`src/rtl/jtag_dr_pkg.sv`:
```
// Shared constants, status/error bit positions and FSM state type for the user JTAG DR.
package jtag_dr_pkg;

  localparam int OP_W   = 8;
  localparam int STAT_W = 8;
  localparam logic [7:0] CRC8_POLY = 8'h07;

  // Status word bit positions (status goes out first on TDO).
  localparam int ST_RSP_VALID = 0;
  localparam int ST_ERR_SHORT = 1;
  localparam int ST_ERR_LONG  = 2;
  localparam int ST_ERR_CRC   = 3;

  // err_flags bit positions: {crc, long, short}.
  localparam int ERR_SHORT = 0;
  localparam int ERR_LONG  = 1;
  localparam int ERR_CRC   = 2;

  typedef enum logic [1:0] {
    IDLE  = 2'd0,
    CAPT  = 2'd1,
    SHIFT = 2'd2
  } dr_state_e;

endpackage

```
`src/rtl/jtag_crc8_serial.sv`:
```
// Bit-serial CRC-8 (MSB-first shift, polynomial from jtag_dr_pkg, init 0x00).
module jtag_crc8_serial
  import jtag_dr_pkg::*;
(
  input  logic       clk,
  input  logic       clear,
  input  logic       bit_en,
  input  logic       data_bit,
  output logic [7:0] crc
);

  logic fb;
  assign fb = data_bit ^ crc[7];

  always_ff @(posedge clk) begin
    if (clear) begin
      crc <= 8'h00;
    end else if (bit_en) begin
      crc <= {crc[6:0], 1'b0} ^ (fb ? CRC8_POLY : 8'h00);
    end
  end

endmodule

```
`src/rtl/jtag_dr_frame.sv`:
```
// User JTAG data register: deserialises {opcode, data[, crc]} frames from TDI and shifts
// {rsp_data, status} out on TDO. Optional CRC-8 check enabled by JTAG_DR_FRAME_CRC_EN.
//
// state | meaning
// IDLE  | no scan in progress; shift and update ignored
// CAPT  | response/status just captured, no bits shifted yet
// SHIFT | shifting frame bits in / response bits out
module jtag_dr_frame
  import jtag_dr_pkg::*;
#(
  parameter int DATA_W = 32,
  parameter int OP_W   = 8,
  parameter int STAT_W = 8
) (
  input  logic              bscan_tck,
  input  logic              tap_reset,
  input  logic              tap_capture,
  input  logic              tap_update,
  input  logic              data_valid,
  input  logic              bscan_tdi,
  output logic              bscan_tdo,
  input  logic [DATA_W-1:0] rsp_data,
  input  logic              rsp_valid,
  output logic              cmd_valid,
  output logic [OP_W-1:0]   cmd_opcode,
  output logic [DATA_W-1:0] cmd_data,
  output logic [2:0]        err_flags
);

`ifdef JTAG_DR_FRAME_CRC_EN
  localparam int CRC_W = 8;
`else
  localparam int CRC_W = 0;
`endif
  localparam int FRAME_W = OP_W + DATA_W + CRC_W;
  localparam int CAP_W   = STAT_W + DATA_W;
  localparam int SR_W    = (FRAME_W > CAP_W) ? FRAME_W : CAP_W;
  localparam int LSB_F   = SR_W - FRAME_W;
  localparam int CNT_W   = $clog2(FRAME_W + 2);

  if (OP_W != jtag_dr_pkg::OP_W) begin : g_op_w_check
    $error("jtag_dr_frame: OP_W must match jtag_dr_pkg::OP_W");
  end

  dr_state_e         state;
  logic [SR_W-1:0]   shift_reg;
  logic [CNT_W-1:0]  bit_cnt;
  logic [STAT_W-1:0] status;
  logic              active;
  logic              shifting;
  logic              crc_ok;

  assign bscan_tdo = shift_reg[0];
  assign active    = (state == CAPT) || (state == SHIFT);
  // Update takes priority over a coincident shift; capture over both.
  assign shifting  = active && data_valid && !tap_capture && !tap_update;

  always_comb begin
    status               = '0;
    status[ST_RSP_VALID] = rsp_valid;
    status[ST_ERR_SHORT] = err_flags[ERR_SHORT];
    status[ST_ERR_LONG]  = err_flags[ERR_LONG];
    status[ST_ERR_CRC]   = err_flags[ERR_CRC];
  end

`ifdef JTAG_DR_FRAME_CRC_EN
  logic [7:0] crc_calc;
  logic       crc_en;

  // Only the opcode and data bits feed the CRC; the trailing CRC field does not.
  assign crc_en = shifting && (bit_cnt < CNT_W'(OP_W + DATA_W));

  jtag_crc8_serial u_crc (
    .clk      (bscan_tck),
    .clear    (tap_reset | tap_capture),
    .bit_en   (crc_en),
    .data_bit (bscan_tdi),
    .crc      (crc_calc)
  );

  assign crc_ok = (crc_calc == shift_reg[SR_W-1 -: 8]);
`else
  assign crc_ok = 1'b1;
`endif

  always_ff @(posedge bscan_tck) begin
    if (tap_reset) begin
      state      <= IDLE;
      shift_reg  <= '0;
      bit_cnt    <= '0;
      cmd_valid  <= 1'b0;
      cmd_opcode <= '0;
      cmd_data   <= '0;
      err_flags  <= '0;
    end else begin
      cmd_valid <= 1'b0;
      if (tap_capture) begin
        state     <= CAPT;
        shift_reg <= SR_W'({rsp_data, status});
        bit_cnt   <= '0;
        err_flags <= '0;
      end else if (active && tap_update) begin
        state <= IDLE;
        if (bit_cnt == CNT_W'(FRAME_W)) begin
          if (crc_ok) begin
            cmd_valid  <= 1'b1;
            cmd_opcode <= shift_reg[LSB_F +: OP_W];
            cmd_data   <= shift_reg[LSB_F + OP_W +: DATA_W];
          end else begin
            err_flags[ERR_CRC] <= 1'b1;
          end
        end else if (bit_cnt > CNT_W'(FRAME_W)) begin
          err_flags[ERR_LONG] <= 1'b1;
        end else if (bit_cnt != '0) begin
          err_flags[ERR_SHORT] <= 1'b1;
        end
      end else if (shifting) begin
        state     <= SHIFT;
        shift_reg <= {bscan_tdi, shift_reg[SR_W-1:1]};
        if (bit_cnt != CNT_W'(FRAME_W + 1)) begin
          bit_cnt <= bit_cnt + 1'b1;
        end
      end
    end
  end

endmodule
```
`config.mk`:
```
export PLATFORM = sky130hd
export DESIGN_NAME = jtag_dr_frame
export DESIGN_NICKNAME = d
export VERILOG_FILES = /design/src/rtl/jtag_dr_pkg.sv /design/src/rtl/jtag_crc8_serial.sv /design/src/rtl/jtag_dr_frame.sv
export SDC_FILE = /design/constraint.sdc
export NUM_CORES = 1
export LEC_CHECK = 0
export ABC_CLOCK_PERIOD_IN_PS = 2400
export BUFFER_PORTS_ARGS = -buffer_cell sky130_fd_sc_hd__buf_4
export CAP_MARGIN = 20
export CORE_MARGIN = 10
export CORE_UTILIZATION = 30
export CTS_BUF_LIST = sky130_fd_sc_hd__clkbuf_2 sky130_fd_sc_hd__clkbuf_4 sky130_fd_sc_hd__clkbuf_8
export CTS_CLUSTER_SIZE = 40
export DETAILED_ROUTE_END_ITERATION = 16
export GPL_TIMING_DRIVEN = 0
export SYNTH_ARGS = -nofsm -noshare
export SYNTH_HDL_FRONTEND = slang
export SYNTH_HIERARCHICAL = 1
export SYNTH_SLANG_ARGS = --single-unit
export TNS_END_PERCENT = 1
```
`constraint.sdc`:
```
create_clock -name bscan_tck -period 2.4 [get_ports bscan_tck]
set_input_delay 0.48 -clock bscan_tck [delete_from_list [all_inputs] [get_ports bscan_tck]]
set_output_delay 0.48 -clock bscan_tck [all_outputs]
set_load 0.02 [all_outputs]
```
# [Word level (Yosys, flattened, before mapping)]
# Index checks and enable logic that the tools add are counted.
[totals] latch_bits=0 input_bits=39 ram_bits=0 memories=0 register_bits=91 output_inout_bits=45 romBits=0
[classes] shifts=0 reduce_logical=19 div=0 n_mux=7 order_cmp=1 add_sub_neg=1 bitwise_logic=4 n_mul=0 n_eq_ne=5
[ops] op="$mux 40" count=3
[ops] op="$reduce_and 3->1" count=3
[ops] op="$add 6x1->6 const B" count=1
[ops] op="$eq 6x6->1 const B" count=1
[ops] op="$gt 6x6->1 const B" count=1
[ops] op="$ne 6x6->1 const B" count=1
[ops] op="$reduce_bool 6->1" count=1
[ops] op="$reduce_or 3->1" count=2
[ops] op="$logic_and 1x1->1" count=4
[ops] op="$mux 1" count=4
[ops] op="$not 1->1" count=4
[ops] op="$reduce_and 2->1" count=2
[ops] op="$reduce_and 4->1" count=1
[ops] op="$reduce_bool 3->1" count=1
[ops] op="$eq 2x1->1 const B" count=1
[ops] op="$eq 2x2->1 const B" count=1
[ops] op="$logic_not 1->1" count=2
[ops] op="$ne 2x2->1 const B" count=1
[ops] op="$reduce_bool 2->1" count=1
[ops] op="$reduce_or 2->1" count=1
[ops] op="$logic_or 1x1->1" count=1

# [Logic depth before layout (Yosys ltp)]
# Gate-level depths: netlist of run 1.
[logic_depth] ltp_word=8 mapped_depth=7 mapped_depth_nobuf=5

# [Worst setup path after synthesis of run 1]
# OpenSTA, ideal clock, no wires.
[synth_path] path_type="input to register" start="input port tap_update" end="register bit_cnt[3]" arrival_ns=1.665 n_path_buf=2 slack_ns=0.665 required_ns=2.330 setup_time_ns=0.070 cell_stages=5 path_cell_list="buf_6 > or3b_1 > buf_6 > or4_1 > a21oi_1"
[synth_between] elab_chain_cells=3
[synth_rtl] element="start: declaration" line_no="jtag_dr_frame.sv:18" source="input logic tap_update,"
[synth_rtl] element="$logic_not 1->1 or $logic_and 1x1->1 (tied branches)" line_no="jtag_dr_frame.sv:56, jtag_dr_frame.sv:102"
[synth_rtl] element="$logic_and 1x1->1 or $not 1->1 (tied branches)"
[synth_rtl] element="$reduce_and 3->1 (no line) *"
[synth_rtl] element="end signal: assignment" line_no="jtag_dr_frame.sv:121" source="bit_cnt <= bit_cnt + 1'b1;"
[synth_rtl] element="end: declaration" line_no="jtag_dr_frame.sv:47" source="logic [CNT_W-1:0] bit_cnt;"
# Mark *: on every way between the ends. The rest lies on a longest branch, timed or not.
# A chain may end at the register's enable or synchronous reset.

# [Final worst setup path of run 1]
[layout_path] start="register bit_cnt[0]" end="register cmd_data[18]"
[layout_between] elab_chain_cells=2
[layout_rtl] element="$eq 6x6->1" line_no="jtag_dr_frame.sv:104" source="if (bit_cnt == CNT_W'(FRAME_W)) begin"
[layout_rtl] element="$reduce_and 3->1 (no line)"
[layout_rtl] element="end signal: assignment" line_no="jtag_dr_frame.sv:108" source="cmd_data <= shift_reg[LSB_F + OP_W +: DATA_W];"
[layout_rtl] element="end: declaration" line_no="jtag_dr_frame.sv:26" source="output logic [DATA_W-1:0] cmd_data,"
# No other way between the ends.

==> results of run 1 <==
## cells in the mapped netlist (all sizes together)
cell	number	area (sq um)
nand4	3	18.77
mux2i	43	430.4
or2	1	6.260
nor4	1	6.260
o221ai	34	297.8
and4bb	1	12.51
conb	1	3.750
nor2b	1	6.260
o21ai	6	30.02
xnor2	1	8.760
or3b	1	8.760
nor2	7	26.28
a2111oi	1	8.760
or4	2	15.01
o211ai	1	7.510
nand2	9	36.29
clkbuf	23	86.33
nand3	8	40.04
nand3b	34	255.2
nand2b	82	513.0
buf	11	68.81
a311oi	1	8.760
inv	5	18.77
nor3	1	5.000
dfxtp	91	1822
a41o	1	10.01
ha	3	37.54
a21oi	10	50.05
nor3b	1	12.51
o31ai	4	30.03
and4	2	17.52
xor2	1	8.760
a211oi	2	20.02
## power by group
group	internal, W	switching [W]	leakage, nW	total (W)
sequential	0.00154	0.0000108	0.740	0.00155
combinational	0.000113	0.000128	1.08	0.000241
clock	0.000563	0.000532	0.108	0.00110
total	0.00222	0.000671	1.93	0.00289
## through the flow
step           setup slack (ns)  area [sq um]
5_1_grt                  0.4418          4964
3_5_place_dp             0.2625          4751
2_1_floorplan            0.6650          3928
3_3_place_gp             0.2641          4751
6_report                 0.5751          4964
4_1_cts                  0.5717          4964
## worst max path at each step
stage / to / start / slack, ns
floorplan: bit_cnt[3] / tap_update / 0.67
global placement: shift_reg[22] / tap_capture / 0.26
detailed placement: shift_reg[11] / tap_capture / 0.26
CTS: cmd_data[19] / bit_cnt[0] / 0.57
global route: cmd_data[19] / bit_cnt[1] / 0.44
finish: cmd_data[18] / bit_cnt[0] / 0.58
## critical path, cell delays in order (launching register included)
cell      delay, ns
dfxtp_1        0.36
inv_1          0.09
ha_1           0.17
nor2b_1        0.21
and4_1         0.25
clkbuf_1       0.11
buf_2          0.33
mux2i_1        0.23
## cell families (layout without fill, tap and decap cells)
group           count (synthesis)  after routing  share of synthesized area [%]
flops                          91             91                          46.38
buf+inv                        39            136                          4.428
compound gates                 60             60                          11.79
mux                            43             43                          10.96
other cells                     1              1                        0.09548
xor+xnor                        2              2                         0.4461
fa+ha+maj                       3              3                         0.9558
simple gates                  154            154                          24.94
## layout make-up
cell class	instances	area, sq um	area share, %
Buffer	34	155.1	3.126
Clock buffer	12	165.2	3.327
Clock inverter	4	47.55	0.9579
Inverter	5	18.77	0.3781
Multi-Input combinational cell	263	1932	38.92
Sequential cell	91	1822	36.70
Tap cell	172	215.2	4.336
Timing Repair Buffer	81	608.1	12.25
## metal layers
layer / routed length (microns) / vias to the layer above
met5: 0 / -
met3: 491 / 10
met4: 121 / 0
met2: 5326 / 58
met1: 4742 / 1517
li1: - / 1602
==> out/results.tsv, run 1 <==
metric	value	unit
numPortBuffers	81	
drt-pass1-iter-count	4	
final_common_cell	dfxtp_1	
critical_path.endpoint_type	flop	
instances_no_fill	662	
r2r_end	cmd_data[18]	
yosysWarningCount	6	
fin_setup_tns	0	ns
hold_viol	0	
p_per_area	582.4	mW/mm^2
finalPower	0.002891	W
drt-initial-drc-count	139	
finalNetCount	527	
leakage	1.932	nW
drc	0	
antenna_found_initial	0	
area_growth_syn_to_layout	26.38	%
critical_path_required	2.69	ns
fin_util	39.01	%
drv_slew	0	
period_needed	1.825	ns
clkSinkCount	91	
rsz0062_at_grt	false	
clk-insertion-delay-late	0.36	ns
final_cell_mix	91 x dfxtp_1, 82 x nand2b_1, 82 x buf_4, 43 x mux2i_1	
synth-seq-cells	91	
dpl.hpwl	8.222	mm
critPathKind	reg2reg	
ctsLongestPathBuffers	2	
cts_tree	yes	
fmax	0.5480	GHz
whs_endpoint	state[1]	
ant_nets	0	
wire_per_inst	16.14	microns
vias	3187	
worst_pin_slew	0.6354	ns
cp_max_fo	10	
cp-start-kind	flop	
die_w	134.4	microns
hold_start	tap_update	
cts_resized	0	
cts_made_buffers	9	
nFillCells	1330	
avgSynthCellArea	9.994	sq um
grt_pass1_vias	3262	
ys_seq_area_share	46.38	%
fin_crit_sh	76.04	%
postCtsSetupRepairBufs	0	
place.gp.congestion	0.8025	
status	complete, no violations	
r2r_cells	7	
cts_hold_buffers	0	
hold_path_depth	2	
met2_usage	19.86	%
htreeDepth	3	
grt_use_met1	13.38	%
top_usage_layer	met2	
maxSlewHeadroom	57.48	%
wl	10.68	mm
ys_types	39	
rows	41	
grt_max_degree	15	
root_buffer	clkbuf_8	
pin_count	84	
ir_worst_vdd	0.2120	mV
syn_area	0.003928	sq mm
finClkSkew	0.01011	ns
worst_hold_slack	0.3379	ns
cp.arrival	2.12	ns
core	0.01272	sq mm
grt_pass1_wl	16.77	mm
clk_pin_slew	0.09	ns
grt_use_total	11.65	%
r2r_setup_slack	0.58	ns
initial_core_util	30.87	%
die_height	134.4	microns
synthCells	393	
viasPerCell	4.814	
dp_cells	646	
diodes	0	
hp-class	in2reg	
largest_reg_flops	40	
final-setup-viol-count	0	
synth_nets	435	
grt_remaining_overflow	0	
r2r_start	bit_cnt[0]	
layout-drive-gt1-share	22.86	%
use_met3	3.510	%
die-area	0.01807	sq mm
maxCapViolCount	0	
Note: power is estimated with default switching activity, not from simulation.
==> run 2, diff against run 1 <==
ABC_CLOCK_PERIOD_IN_PS = 1900   (was 2400)
clock period = 1.9 ns   (was 2.4 ns; I/O delays follow)
==> run 2 against run 1 <==
Effect of this change:
- setup slack lost 0.43 ns
- critical path depth is the same
- via count is 0.35% higher
- maximum frequency rose by 4.1%
- clock-buffer cell count unchanged
- first-iteration DRC count is 0.72% higher
- cell count unchanged
- sequential power rose by 26%
- global-route usage unchanged
- critical path type unchanged
- critical endpoint unchanged
- highest routed layer unchanged
==> out/results.tsv, run 2 (synthesis gave the netlist of run 1 again) <==
metric	value	unit
final-setup-viol-count	0	
p_per_area	734.6	mW/mm^2
grt_pass1_wl	16.77	mm
drc	0	
fmax	0.5703	GHz
diodes	0	
use_met3	3.510	%
clkSinkCount	91	
status	complete, no violations	
place.gp.congestion	0.8025	
critical_path_required	2.19	ns
layout-drive-gt1-share	22.86	%
clk_pin_slew	0.09	ns
postCtsSetupRepairBufs	0	
final_cell_mix	91 x dfxtp_1, 82 x nand2b_1, 82 x buf_4, 43 x mux2i_1	
initial_core_util	30.87	%
drt-pass1-iter-count	4	
area_growth_syn_to_layout	26.51	%
nFillCells	1329	
drv_slew	0	
root_buffer	clkbuf_8	
p_comb_share	8.4	%
hp-class	in2reg	
grt_max_degree	15	
cell_internal_pwr	0.002805	W
htreeDepth	3	
setup_ws	0.1465	ns
final_area	0.004969	sq mm
ir_worst_vdd	0.2713	mV
critical_path.endpoint_type	flop	
maxCapViolCount	0	
dpl.hpwl	8.222	mm
antenna_found_initial	0	
final_common_cell	dfxtp_1	
hold_viol	0	
critPathKind	reg2reg	
pwr-share-seq	53.8	%
die_w	134.4	microns
cts_tree	yes	
leakage	1.930	nW
finClkSkew	0.009158	ns
viasPerCell	4.831	
core	0.01272	sq mm
die_height	134.4	microns
rows	41	
place_area	0.004751	sq mm
clk-insertion-delay-late	0.35	ns
wl	10.70	mm
finalNetCount	527	
rsz0062_at_grt	false	
ctsLongestPathBuffers	2	
cp-start-kind	flop	
largest_reg_flops	40	
met2_usage	19.86	%
drt-initial-drc-count	140	
wire_per_inst	16.16	microns
switching_power	0.0008453	W
switching_share	23.16	%
grt_use_met1	13.38	%
maxSlewHeadroom	57.96	%
pin_count	84	
grt_pass1_vias	3262	
cp.arrival	2.04	ns
dp_slack	-0.1375	ns
vias	3198	
period_needed	1.753	ns
cts_made_buffers	9	
top_usage_layer	met2	
ant_nets	0	
cp_max_fo	10	
grt_use_total	11.65	%
die-area	0.01807	sq mm
numPortBuffers	81	
p_clk_share	37.9	%
worst_pin_slew	0.6278	ns
grt_remaining_overflow	0	
fin_crit_sh	92.29	%
## run 2: layout make-up
type / count / area, sq um / share of cell area (%)
clock inverters: 4 / 47.55 / 0.9569
clock buffers: 12 / 165.2 / 3.324
inverters: 5 / 18.77 / 0.3777
flip-flops and latches: 91 / 1822 / 36.67
plain buffers: 34 / 160.2 / 3.223
repair buffers: 81 / 608.1 / 12.24
multi-input cells: 263 / 1932 / 38.88
well taps: 172 / 215.2 / 4.331
## run 2: routing by layer
metal | vias to the layer above | part of all wire [%]
met1 | 1520 | 44
met5 | - | 0
met2 | 66 | 50
met3 | 8 | 4.6
li1 | 1604 | -
met4 | 0 | 1.1
## run 2: critical path, cell delays in order (launching register included)
cell and delay [ns]:
dfxtp_1 0.36, inv_1 0.09, ha_1 0.17, nor2b_1 0.22, and4_1 0.25, clkbuf_1 0.12, clkbuf_4 0.27, mux2i_1 0.21
## run 2: through the flow
stage                     setup TNS, ns  hold WS [ns]  util [%]  total power, W  instances
after floorplan                       0        0.4442         -        0.002185        393
after global placement           -3.468        0.4614     37.34        0.002311        646
after detailed placement         -3.821        0.4648     37.34        0.002316        646
after CTS                             0        0.2287     39.01        0.003699        662
after global routing                  0        0.2324     39.05        0.003790        662
final                                 0        0.2450     39.05        0.003650        662
## run 2: timing repair
| action | CTS | global route |
|---|---|---|
| resized for setup | 0 | 2 |
| hold buffers | 0 | 0 |
| endpoints found under the setup margin | 0 | 18 |
## run 2: final timing paths
kind / cells past startpoint / from / slack (ns) / endpoint
setup / recovery: 7 / bit_cnt[0] / 0.15 / cmd_data[18]
hold / removal: 2 / tap_update / 0.24 / state[1]
setup reg to reg: 7 / bit_cnt[0] / 0.15 / cmd_data[18]
hold reg to reg: 2 / cmd_data[16] / 0.48 / cmd_data[16]
## run 2: power by group through the flow
stage	clock network, W	logic [W]	registers [W]
after floorplan	0	0.000178	0.00201
after global placement	0	0.000303	0.00201
after detailed placement	0	0.000307	0.00201
after CTS	0.00143	0.000308	0.00196
after global routing	0.00149	0.000336	0.00197
final	0.00138	0.000305	0.00196
==> run 3, diff against run 2 <==
CORE_MARGIN = 2   (was 10)
RECOVER_POWER = 25   (was not set)
SYNTH_HIERARCHICAL = not set   (was 1)
==> run 3 against run 2 <==
Effect of this change:
- sequential cell count unchanged
- largest power group unchanged
- hold slack got worse by 0.017 ns
- cell count unchanged
- critical path type unchanged
- die area is 22% lower
==> out/results.tsv, run 3 <==
metric	value	unit
status	complete, no violations	
muxShareOfSynthArea	10.96	%
leakage	1.796	nW
finClkSkew	0.01155	ns
fin_setup_tns	0	ns
synth_top_area_share	46.38	%
cp-start-kind	flop	
p_per_area	767.5	mW/mm^2
r2r_start	bit_cnt[0]	
drt-pass1-iter-count	7	
yosys.area_share.simple	24.94	%
setup.worst_path.start	bit_cnt[0]	
critPathKind	reg2reg	
grt_remaining_overflow	0	
die-area	0.01402	sq mm
hp-class	in2reg	
nFillCells	1375	
htreeDepth	3	
cp-endpoint	cmd_data[22]	
core	0.01272	sq mm
pin_count	84	
post-synth-top-count-cell	dfxtp_1	
synth_compound_area_share	11.79	%
path_depth	7	
avgSynthCellArea	9.994	sq um
drt-initial-drc-count	178	
drc	0	
dp_cells	646	
yosys.area.top_type	dfxtp_1	
critical_path.endpoint_type	flop	
critPathMaxStageDelay	0.37	ns
ys_seq_area_share	46.38	%
cp_top_family	buffers and inverters	
ys_types	39	
synthTopCellsByArea	dfxtp_1 46%, nand2b_1 13%, mux2i_1 11%	
setup_ws	0.07612	ns
yosysWarningCount	0	
period_needed	1.824	ns
ant_nets	0	
area_growth_syn_to_layout	23.54	%
layout-drive-gt1-share	16.33	%
final-setup-viol-count	0	
grt_pass1_vias	3113	
finalPower	0.003724	W
cts_tree	yes	
ctsLongestPathBuffers	2	
vias	3175	
ir_worst_vdd	0.2731	mV
async_flop_share	0	%
worst_pin_slew	0.6424	ns
synth_enable_flop_cells	0	
critical_path_required	2.19	ns
synthCells	393	
clk-insertion-delay-late	0.37	ns
fin_crit_sh	95.99	%
grt_max_degree	15	
top_usage_layer	met2	
dp_slack	-0.1589	ns
grt_pass1_wl	16.19	mm
synth_adder_area_share	0.9557	%
fmax	0.5483	GHz
use_met3	3.764	%
syn_area	0.003928	sq mm
rows	41	
cts_hold_buffers	0	
cts_made_buffers	9	
crit_chain	inv_1 -> ha_1 -> nor2b_1 -> and4_1 -> clkbuf_1 -> clkbuf_4 -> mux2i_1	
wl	10.15	mm
instances_no_fill	662	
clkSinkCount	91	
die_height	118.4	microns
r2r_end	cmd_data[22]	
initial_core_util	30.87	%
antenna_found_initial	0	
grt_use_total	14.62	%
synth_top_family_by_area	simple AND/OR/NAND/NOR gates	
final_common_cell	dfxtp_1	
hold_viol	0	
synth_xor_area_share	0.4460	%
clk_pin_slew	0.09	ns
r2r_setup_slack	0.08	ns
cp_max_fo	10	
rsz0062_at_grt	true	
diodes	0	
synth_nets	435	
die_w	118.4	microns
wire_per_inst	15.34	microns
final_cell_mix	91 x dfxtp_1, 82 x nand2b_1, 55 x clkbuf_1, 50 x buf_4, 43 x mux2i_1	
maxCapViolCount	0	
ys.flop_type	dfxtp_1	
drv_slew	0	
finalNetCount	527	
met2_usage	23.77	%
yosys-top-cells-count	91 x dfxtp_1, 82 x nand2b_1, 43 x mux2i_1, 34 x nand3b_1, 34 x o221ai_1	
cp_num_buf_inv	3	
numPortBuffers	81	
r2r_cells	7	
dpl.hpwl	7.486	mm
viasPerCell	4.796	
cp_slowest_cell	dfxtp_1	
cp.arrival	2.12	ns
grt_use_met1	18.87	%
root_buffer	clkbuf_8	
maxSlewHeadroom	56.99	%
place.gp.congestion	0.8009	
largest_reg_flops	40	
synth-seq-cells	91	
==> run 3: cell counts after synthesis <==
Identical to the previous run, type by type.
==> run 3: logic make-up after synthesis <==
logic type | Yosys count
AND/OR/NAND/NOR | 154
flip-flops | 91
AO/OA/AOI/OAI | 60
multiplexers | 43
buffers and inverters | 39
adder cells (fa/ha/maj) | 3
XOR/XNOR | 2
other | 1
==> run 3: timing repair <==
action | in CTS | in global routing
gates resized for setup | 0 | 2
setup endpoints to repair | 0 | 17
setup buffers | 0 | 0
==> run 3: layout make-up <==
class	count	area (sq um)	share of cell area, %
clock buffers	11	138.9	2.862
repair buffers	81	488.0	10.06
multi-input cells	263	1932	39.81
inverters	5	18.77	0.3868
plain buffers	34	160.2	3.301
clock inverters	5	77.57	1.599
well taps	172	215.2	4.435
flip-flops and latches	91	1822	37.55
==> run 3: worst min path at each step <==
stage / startpoint / endpoint / slack, ns / depth (start not counted)
after global routing: tap_update / state[1] / 0.23 / 2
final: tap_update / state[1] / 0.23 / 2
after detailed placement: cmd_opcode[7] / cmd_opcode[7] / 0.46 / 2
after global placement: cmd_data[29] / cmd_data[29] / 0.46 / 2
after CTS: tap_update / state[1] / 0.22 / 2
after floorplan: shift_reg[8] / shift_reg[7] / 0.44 / 2
==> run 3: per-layer routing <==
metal  vias to the layer above  wire (microns)  part of all wire, %
li1                       1591               -                    -
met1                      1504            4693                   46
met2                        65            4806                   47
met3                        15             486                  4.8
met4                         0             167                  1.6
met5                         -               0                    0
==> run 3: stage by stage <==
stage               util, %  hold slack, ns  instance area [sq um]
global placement      37.34          0.4612                   4751
detailed placement    37.34          0.4648                   4751
CTS                   39.04          0.2216                   4967
global route          38.14          0.2297                   4852
finish                38.14          0.2283                   4852
floorplan                 -          0.4442                   3928
==> run 3: report_power, final <==
group	internal [W]	switching [W]	total (W)
logic	0.000141	0.000163	0.000304
registers	0.00195	0.0000140	0.00196
clock network	0.000767	0.000689	0.00146
total	0.00286	0.000866	0.00372
